[src/rtl/fpu_divsqrt_iter.sv]
// Iterative IEEE-754 divide / square-root unit (radix-2 restoring, flush-to-zero).
// One result bit per cycle; valid/ready on both sides, flush squashes the in-flight op.
module fpu_divsqrt_iter #(
    parameter int BUS_WIDTH = 64
) (
    input  logic                 clk,
    input  logic                 rst,
    input  logic                 in_valid,
    output logic                 in_ready,
    input  logic                 op,
    input  logic [BUS_WIDTH-1:0] in1,
    input  logic [BUS_WIDTH-1:0] in2,
    input  logic                 flush,
    output logic                 out_valid,
    input  logic                 out_ready,
    output logic [BUS_WIDTH-1:0] out,
    output logic [2:0]           flags
);
    localparam int EXP_W = (BUS_WIDTH == 32) ? 8 : 11;
    localparam int MAN_W = (BUS_WIDTH == 32) ? 23 : 52;
    localparam int NITER = MAN_W + 3;
    localparam int CW    = $clog2(NITER);
    localparam int XW    = EXP_W + 2;
    localparam int RW    = MAN_W + 6;
    localparam int QW    = MAN_W + 3;
    localparam int XRW   = 2 * MAN_W + 6;
    localparam logic signed [XW-1:0] BIAS = XW'((1 << (EXP_W - 1)) - 1);
    localparam logic signed [XW-1:0] EMAX = XW'((1 << EXP_W) - 1);
    localparam logic [BUS_WIDTH-1:0] QNAN = {1'b0, {EXP_W{1'b1}}, 1'b1, {(MAN_W-1){1'b0}}};

    typedef enum logic [2:0] {S_IDLE, S_UNPACK, S_ITER, S_ROUND, S_DONE} state_t;

    state_t                 state_q;
    logic                   in_ready_q, out_valid_q;
    logic [BUS_WIDTH-1:0]   out_q, a_q, b_q, spec_res_q;
    logic [2:0]             flags_q, spec_flg_q;
    logic                   op_q, spec_q, sign_q;
    logic signed [XW-1:0]   exp_q;
    logic [MAN_W:0]         div_q;
    logic [RW-1:0]          rem_q;
    logic [XRW-1:0]         rad_q;
    logic [QW-1:0]          quo_q;
    logic [CW-1:0]          cnt_q;

    // ---------------- unpack / classify ----------------
    logic                 s1, s2;
    logic [EXP_W-1:0]     e1, e2;
    logic [MAN_W-1:0]     f1, f2;
    logic                 z1, z2, inf1, inf2, nan1, nan2, snan1, snan2;
    logic [MAN_W:0]       m1, m2;
    logic                 pre;
    logic signed [XW-1:0] e1x, e2x, ue, div_exp_d, sq_exp_d;
    logic [RW-1:0]        div_rem_d;
    logic [XRW-1:0]       sq_rad_d;
    logic                 sp_hit_d;
    logic [BUS_WIDTH-1:0] sp_val_d;
    logic [2:0]           sp_flg_d;

    assign {s1, e1, f1} = a_q;
    assign {s2, e2, f2} = b_q;

    always_comb begin
        z1    = (e1 == '0);
        z2    = (e2 == '0);
        inf1  = (e1 == '1) && (f1 == '0);
        inf2  = (e2 == '1) && (f2 == '0);
        nan1  = (e1 == '1) && (f1 != '0);
        nan2  = (e2 == '1) && (f2 != '0);
        snan1 = nan1 && !f1[MAN_W-1];
        snan2 = nan2 && !f2[MAN_W-1];
        m1    = {1'b1, f1};
        m2    = {1'b1, f2};
        e1x   = signed'({2'b00, e1});
        e2x   = signed'({2'b00, e2});
        // Pre-shift keeps the quotient in [1,2) so the first result bit is the hidden bit.
        pre       = (m1 < m2);
        div_exp_d = e1x - e2x + BIAS - signed'({{(XW-1){1'b0}}, pre});
        div_rem_d = pre ? RW'({m1, 1'b0}) : RW'(m1);
        ue        = e1x - BIAS;
        sq_exp_d  = (ue >>> 1) + BIAS;
        sq_rad_d  = {(ue[0] ? {m1, 1'b0} : {1'b0, m1}), {(MAN_W+4){1'b0}}};

        sp_hit_d = 1'b1;
        sp_val_d = '0;
        sp_flg_d = '0;
        if (!op_q) begin
            if (nan1 || nan2) begin
                sp_val_d = QNAN;
                sp_flg_d = {snan1 | snan2, 2'b00};
            end else if ((z1 && z2) || (inf1 && inf2)) begin
                sp_val_d = QNAN;
                sp_flg_d = 3'b100;
            end else if (inf1) begin
                sp_val_d = {s1 ^ s2, {EXP_W{1'b1}}, {MAN_W{1'b0}}};
            end else if (z2) begin
                sp_val_d = {s1 ^ s2, {EXP_W{1'b1}}, {MAN_W{1'b0}}};
                sp_flg_d = 3'b010;
            end else if (inf2 || z1) begin
                sp_val_d = {s1 ^ s2, {(BUS_WIDTH-1){1'b0}}};
            end else begin
                sp_hit_d = 1'b0;
            end
        end else begin
            if (nan1) begin
                sp_val_d = QNAN;
                sp_flg_d = {snan1, 2'b00};
            end else if (z1) begin
                sp_val_d = {s1, {(BUS_WIDTH-1){1'b0}}};
            end else if (s1) begin
                sp_val_d = QNAN;
                sp_flg_d = 3'b100;
            end else if (inf1) begin
                sp_val_d = {1'b0, {EXP_W{1'b1}}, {MAN_W{1'b0}}};
            end else begin
                sp_hit_d = 1'b0;
            end
        end
    end

    // ---------------- one iteration step ----------------
    logic [RW-1:0] rem_sq, trial, d_ext, rem_d;
    logic [QW-1:0] quo_d;
    logic          ge;

    always_comb begin
        d_ext  = RW'(div_q);
        rem_sq = {rem_q[RW-3:0], rad_q[XRW-1 -: 2]};
        trial  = RW'({quo_q, 2'b01});
        if (op_q) begin
            ge    = (rem_sq >= trial);
            rem_d = ge ? rem_sq - trial : rem_sq;
        end else begin
            ge    = (rem_q >= d_ext);
            rem_d = (ge ? rem_q - d_ext : rem_q) << 1;
        end
        quo_d = {quo_q[QW-2:0], ge};
    end

    // ---------------- round to nearest even ----------------
    logic                 g_b, r_b, st_b, rup, carry, inexact, unused_hid;
    logic [MAN_W+1:0]     mr;
    logic [MAN_W-1:0]     frac;
    logic signed [XW-1:0] ex;
    logic [BUS_WIDTH-1:0] rnd_val_d;
    logic [2:0]           rnd_flg_d;

    always_comb begin
        g_b        = quo_q[1];
        r_b        = quo_q[0];
        st_b       = (rem_q != '0);
        rup        = g_b && (quo_q[2] || r_b || st_b);
        inexact    = g_b || r_b || st_b;
        mr         = {1'b0, quo_q[QW-1:2]} + {{(MAN_W+1){1'b0}}, rup};
        carry      = mr[MAN_W+1];
        unused_hid = mr[MAN_W];
        frac       = carry ? '0 : mr[MAN_W-1:0];
        ex         = exp_q + signed'({{(XW-1){1'b0}}, carry});
        if (spec_q) begin
            rnd_val_d = spec_res_q;
            rnd_flg_d = spec_flg_q;
        end else if (ex >= EMAX) begin
            rnd_val_d = {sign_q, {EXP_W{1'b1}}, {MAN_W{1'b0}}};
            rnd_flg_d = 3'b001;
        end else if (ex <= 0) begin
            rnd_val_d = {sign_q, {(BUS_WIDTH-1){1'b0}}};
            rnd_flg_d = 3'b001;
        end else begin
            rnd_val_d = {sign_q, ex[EXP_W-1:0], frac};
            rnd_flg_d = {2'b00, inexact};
        end
    end

    // ---------------- control ----------------
    always_ff @(posedge clk) begin
        if (rst) begin
            state_q     <= S_IDLE;
            in_ready_q  <= 1'b1;
            out_valid_q <= 1'b0;
            out_q       <= '0;
            flags_q     <= '0;
            cnt_q       <= '0;
            a_q         <= '0;
            b_q         <= '0;
            op_q        <= 1'b0;
            spec_q      <= 1'b0;
            spec_res_q  <= '0;
            spec_flg_q  <= '0;
            sign_q      <= 1'b0;
            exp_q       <= '0;
            div_q       <= '0;
            rem_q       <= '0;
            rad_q       <= '0;
            quo_q       <= '0;
        end else if (flush) begin
            state_q     <= S_IDLE;
            in_ready_q  <= 1'b1;
            out_valid_q <= 1'b0;
            cnt_q       <= '0;
        end else begin
            case (state_q)
                S_IDLE: if (in_valid) begin
                    a_q        <= in1;
                    b_q        <= in2;
                    op_q       <= op;
                    in_ready_q <= 1'b0;
                    state_q    <= S_UNPACK;
                end
                // Specials pass through ROUND unchanged, giving a fixed two-cycle latency.
                S_UNPACK: begin
                    spec_q     <= sp_hit_d;
                    spec_res_q <= sp_val_d;
                    spec_flg_q <= sp_flg_d;
                    sign_q     <= op_q ? s1 : (s1 ^ s2);
                    exp_q      <= op_q ? sq_exp_d : div_exp_d;
                    div_q      <= m2;
                    rem_q      <= op_q ? '0 : div_rem_d;
                    rad_q      <= sq_rad_d;
                    quo_q      <= '0;
                    cnt_q      <= '0;
                    state_q    <= sp_hit_d ? S_ROUND : S_ITER;
                end
                S_ITER: begin
                    rem_q <= rem_d;
                    quo_q <= quo_d;
                    rad_q <= rad_q << 2;
                    if (cnt_q == CW'(NITER - 1)) begin
                        cnt_q   <= '0;
                        state_q <= S_ROUND;
                    end else begin
                        cnt_q <= cnt_q + 1'b1;
                    end
                end
                S_ROUND: begin
                    out_q       <= rnd_val_d;
                    flags_q     <= rnd_flg_d;
                    out_valid_q <= 1'b1;
                    state_q     <= S_DONE;
                end
                S_DONE: if (out_ready) begin
                    out_valid_q <= 1'b0;
                    in_ready_q  <= 1'b1;
                    state_q     <= S_IDLE;
                end
                default: state_q <= S_IDLE;
            endcase
        end
    end

    assign in_ready  = in_ready_q;
    assign out_valid = out_valid_q;
    assign out       = out_q;
    assign flags     = flags_q;
endmodule

[config.mk]
export PLATFORM = sky130hd
export DESIGN_NAME = fpu_divsqrt_iter
export DESIGN_NICKNAME = d
export VERILOG_FILES = /design/src/rtl/fpu_divsqrt_iter.sv
export SDC_FILE = /design/constraint.sdc
export NUM_CORES = 2
export LEC_CHECK = 0
export ABC_AREA = 1
export BUFFER_PORTS_ARGS = -buffer_cell sky130_fd_sc_hd__buf_2
export CAP_MARGIN = 20
export CORE_AREA = 2 2 246 248
export CTS_CLUSTER_SIZE = 24
export DETAILED_ROUTE_END_ITERATION = 12
export DIE_AREA = 0 0 248 250
export GPL_TIMING_DRIVEN = 0
export PLACE_DENSITY = 0.77
export SLEW_MARGIN = 30
export SYNTH_ARGS = -nofsm -noshare
export SYNTH_HDL_FRONTEND = slang
export SYNTH_SLANG_ARGS = --single-unit
[constraint.sdc]
create_clock -name clk -period 6.7 [get_ports clk]
set_input_delay 1.34 -clock clk [delete_from_list [all_inputs] [get_ports clk]]
set_output_delay 1.34 -clock clk [all_outputs]
set_load 0.03 [all_outputs]
==> impl_metrics.env <==
export IMPL_run_status="finished, final reports clean"
export IMPL_power_density_cell_area_nw_per_um2=260
export IMPL_netlist_cell_type_count=56
export IMPL_antenna_found_initial=2
export IMPL_drtIter0Drc=4655
export IMPL_ff2ff_path_depth=22
export IMPL_seq_area_frac_synth=0.254
export IMPL_hold_viol_final=0
export IMPL_power_share_sequential=0.287
export IMPL_rrSetupSlack_ps=1740
export IMPL_sink_count_of_the_clock_tree=447
export IMPL_ir_drop_uv=256
export IMPL_min_period_ps=4960
export IMPL_via_per_inst=5.71
export IMPL_power_total_mw=10.1
export IMPL_dr_max_layer_used="met5"
export IMPL_nets=6598
export IMPL_cts_repair_timing_setup_buffer_count=0
export IMPL_hold_class="flop to flop"
export IMPL_ys_warn_count=0
export IMPL_synth_top_cells_by_area="dfxtp_1 (25%), nand2_1 (21%), inv_1 (9.9%)"
export IMPL_num_io_pins=203
export IMPL_worst_ep_arrival_time_ps=5490
export IMPL_grt_start_max_net_pins=15
export IMPL_leakage_nw=19.1
export IMPL_die_h_um=250
export IMPL_dr_wl_met2_mm=59.2
export IMPL_post_route_drc_count=0
export IMPL_clk_insertion_delay_late_ps=630
export IMPL_post_layout_inst_area_sq_um=38800
export IMPL_synth_most_common_cell="nand2_1"
export IMPL_drive_gt1_frac=0.0649
export IMPL_async_reset_ff_frac=0
export IMPL_clock_power_share=0.279
export IMPL_crit_fanout=10
export IMPL_power_internal_mw=5.71
export IMPL_firstDrtPassIters=6
export IMPL_fin_setup_tns_ps=0
export IMPL_routed_vias=40500
export IMPL_fp_dieArea_sq_um=62000
export IMPL_gr_total_overflow=0
export IMPL_synth_nets=6348
export IMPL_placedInstanceArea_sq_um=37200
export IMPL_synth_seq_cells=447
export IMPL_count_of_hold_fix_buffers_inserted_at_cts=0
export IMPL_post_dp_hpwl_mm=116
export IMPL_timing_clock_skew_ps=37.2
export IMPL_ctsRootBufferMaster="clkbuf_16"
export IMPL_dpl_worst_slack_ps=1950
export IMPL_starting_density=0.591
export IMPL_worstMarginPinSlew_ps=1130
export IMPL_achievable_frequency_ghz=0.202
export IMPL_clk_transition_reported_paths_ps=60
export IMPL_setup_viol=0
export IMPL_critical_path_required_ps=7230
export IMPL_total_number_of_placement_rows=90
export IMPL_cts_max_path_buffers=3
export IMPL_critPathKind="flop to flop"
export IMPL_final_max_slew_violation_count=0
export IMPL_antenna_violation_net_count_after_detailed_routing=0
export IMPL_hold_worst_slack_ps=463
export IMPL_cts_resized=0
export IMPL_post_synth_top_area_fraction=0.254
export IMPL_unrepaired_setup_endpoints_after_global_routing="false"
export IMPL_finish_cell_count_without_fillers=7089
export IMPL_hold_path_depth=2
export IMPL_dp_cells=7003
export IMPL_synth_largest_area_cell="dfxtp_1"
export IMPL_met3_wirelength_mm=14.6
export IMPL_layout_core_utilization=0.652
export IMPL_end_kind="flop"
export IMPL_placement_io_buffers=201
export IMPL_synthesis_area_sq_um=35200
export IMPL_syn_mean_instance_area_sq_um=5.85
export IMPL_sw_ratio=0.435
export IMPL_wl_mm=141
export IMPL_synth_enable_flop_cells=0
export IMPL_synth_cells=6020
export IMPL_die_width_um=248
export IMPL_routedLengthMet1_mm=55.4
export IMPL_layout_worst_path_cycle_share=0.740
export IMPL_coreArea_sq_um=59600
export IMPL_worstSetupStartpointType="flop"
export IMPL_clock_tree_from_tritoncts="built"
export IMPL_number_of_global_route_vias_before_repair=37100
export IMPL_flow_area_growth_from_synthesis_pct=10.3
export IMPL_max_cap_violations=0
export IMPL_setup_ws_ps=1740
export IMPL_numCtsBuffers=47
export IMPL_global_route_usage_total=0.445
export IMPL_synth_top_flop_cell="dfxtp_1"
export IMPL_post_synth_most_frequent_cells="nand2_1 (1,977), inv_1 (927), a21oi_1 (497)"
export IMPL_p_sw_mw=4.40
export IMPL_wl_per_cell_um=19.9
export IMPL_grt_pass1_wl_mm=210
export IMPL_gp_routability_congestion=1.08
export IMPL_comb_power_share=0.434
export IMPL_h_tree_depth=2
export IMPL_slew_headroom=0.246
-- worst max-delay path: stages (launching register included) --
cell	delay, ps
dfxtp_1	470
inv_1	320
nor2_4	270
nand3_1	150
nor4_1	240
nand2_1	110
nor2_1	110
nand2_1	100
nor3_1	170
nor4b_1	540
ha_1	310
ha_1	220
nand3_2	100
nor2_2	140
nand2_2	100
nor2_2	140
nand3_1	100
xor2_1	330
nand2_1	170
nor2_4	290
buf_4	240
nand3_1	100
a21oi_1	150
-- metal layers --
metal / up-vias / global-route usage
li1: 19600 / -
met1: 18200 / 0.564
met2: 2227 / 0.677
met3: 478 / 0.0785
met4: 2 / 0.317
met5: - / 0
-- cell type report --
cell class,count,area (sq um)
Inverter,946,3560
Buffer,229,1010
Antenna cell,1,2.50
Clock buffer,62,1350
Tap cell,782,978
Sequential cell,447,8950
Multi-Input combinational cell,4398,21700
Fill cell,5738,20700
Clock inverter,23,283
Timing Repair Buffer,201,1010
-- path summary, 6_finish.rpt --
check,endpoint,startpoint
hold reg to reg,out[46],out[46]
hold / removal,out[46],out[46]
setup / recovery,out[6],quo_q[5]
setup reg to reg,out[6],quo_q[5]
-- registers in the layout (all words and copies together), names as in the netlist, 6 cells and up --
register and cells:
a_q 64, b_q 64, cnt_q 6, div_q 53, exp_q 13, out 64
quo_q 55, rad_q 54, rem_q 58
-- power groups by stage --
stage	logic (mW)	registers [mW]	clock network, mW
after floorplan	2.96	2.89	0
after global placement	4.15	2.94	0
after detailed placement	4.20	2.95	0
after CTS	4.22	2.89	2.79
after global routing	4.81	2.90	2.89
final	4.38	2.90	2.82
-- cells by family after synthesis --
kind of cell	count (synthesis)	share of synthesized area
AO/OA/AOI/OAI	1030	0.153
buffers and inverters	1175	0.130
adder cells (fa/ha/maj)	194	0.0696
flip-flops	447	0.254
AND/OR/NAND/NOR	3044	0.361
XOR/XNOR	130	0.0323
-- cells in the final DEF, fill, tap and decap left out, types with 5 or more instances in the layout --
master | synthesis | routed
nor2_1 | 455 | 454
dfxtp_1 | 447 | 447
nand2_1 | 1977 | 1977
nor3_1 | 55 | 55
clkbuf_1 | 170 | 174
buf_6 | 11 | 11
nor2_2 | 17 | 18
o21bai_1 | 16 | 16
o21ai_1 | 23 | 24
buf_1 | 17 | 16
bufinv_16 | 0 | 5
inv_1 | 927 | 927
and2_1 | 12 | 12
clkbuf_16 | 0 | 48
nand3b_1 | 48 | 48
ha_1 | 191 | 191
nand3_1 | 314 | 314
xor2_1 | 106 | 106
a21oi_1 | 497 | 497
o21ai_0 | 397 | 396
buf_4 | 13 | 13
nand3_2 | 17 | 17
clkbuf_8 | 0 | 10
nor4_1 | 35 | 35
o211ai_1 | 9 | 9
nand4_1 | 80 | 80
xnor2_1 | 24 | 24
a31oi_1 | 61 | 61
nand2_2 | 8 | 8
buf_2 | 18 | 219
clkinv_2 | 0 | 14
nor3_2 | 7 | 7
inv_2 | 16 | 16
nor2_4 | 5 | 5
No activity file was read; power rests on OpenSTA's default activity.
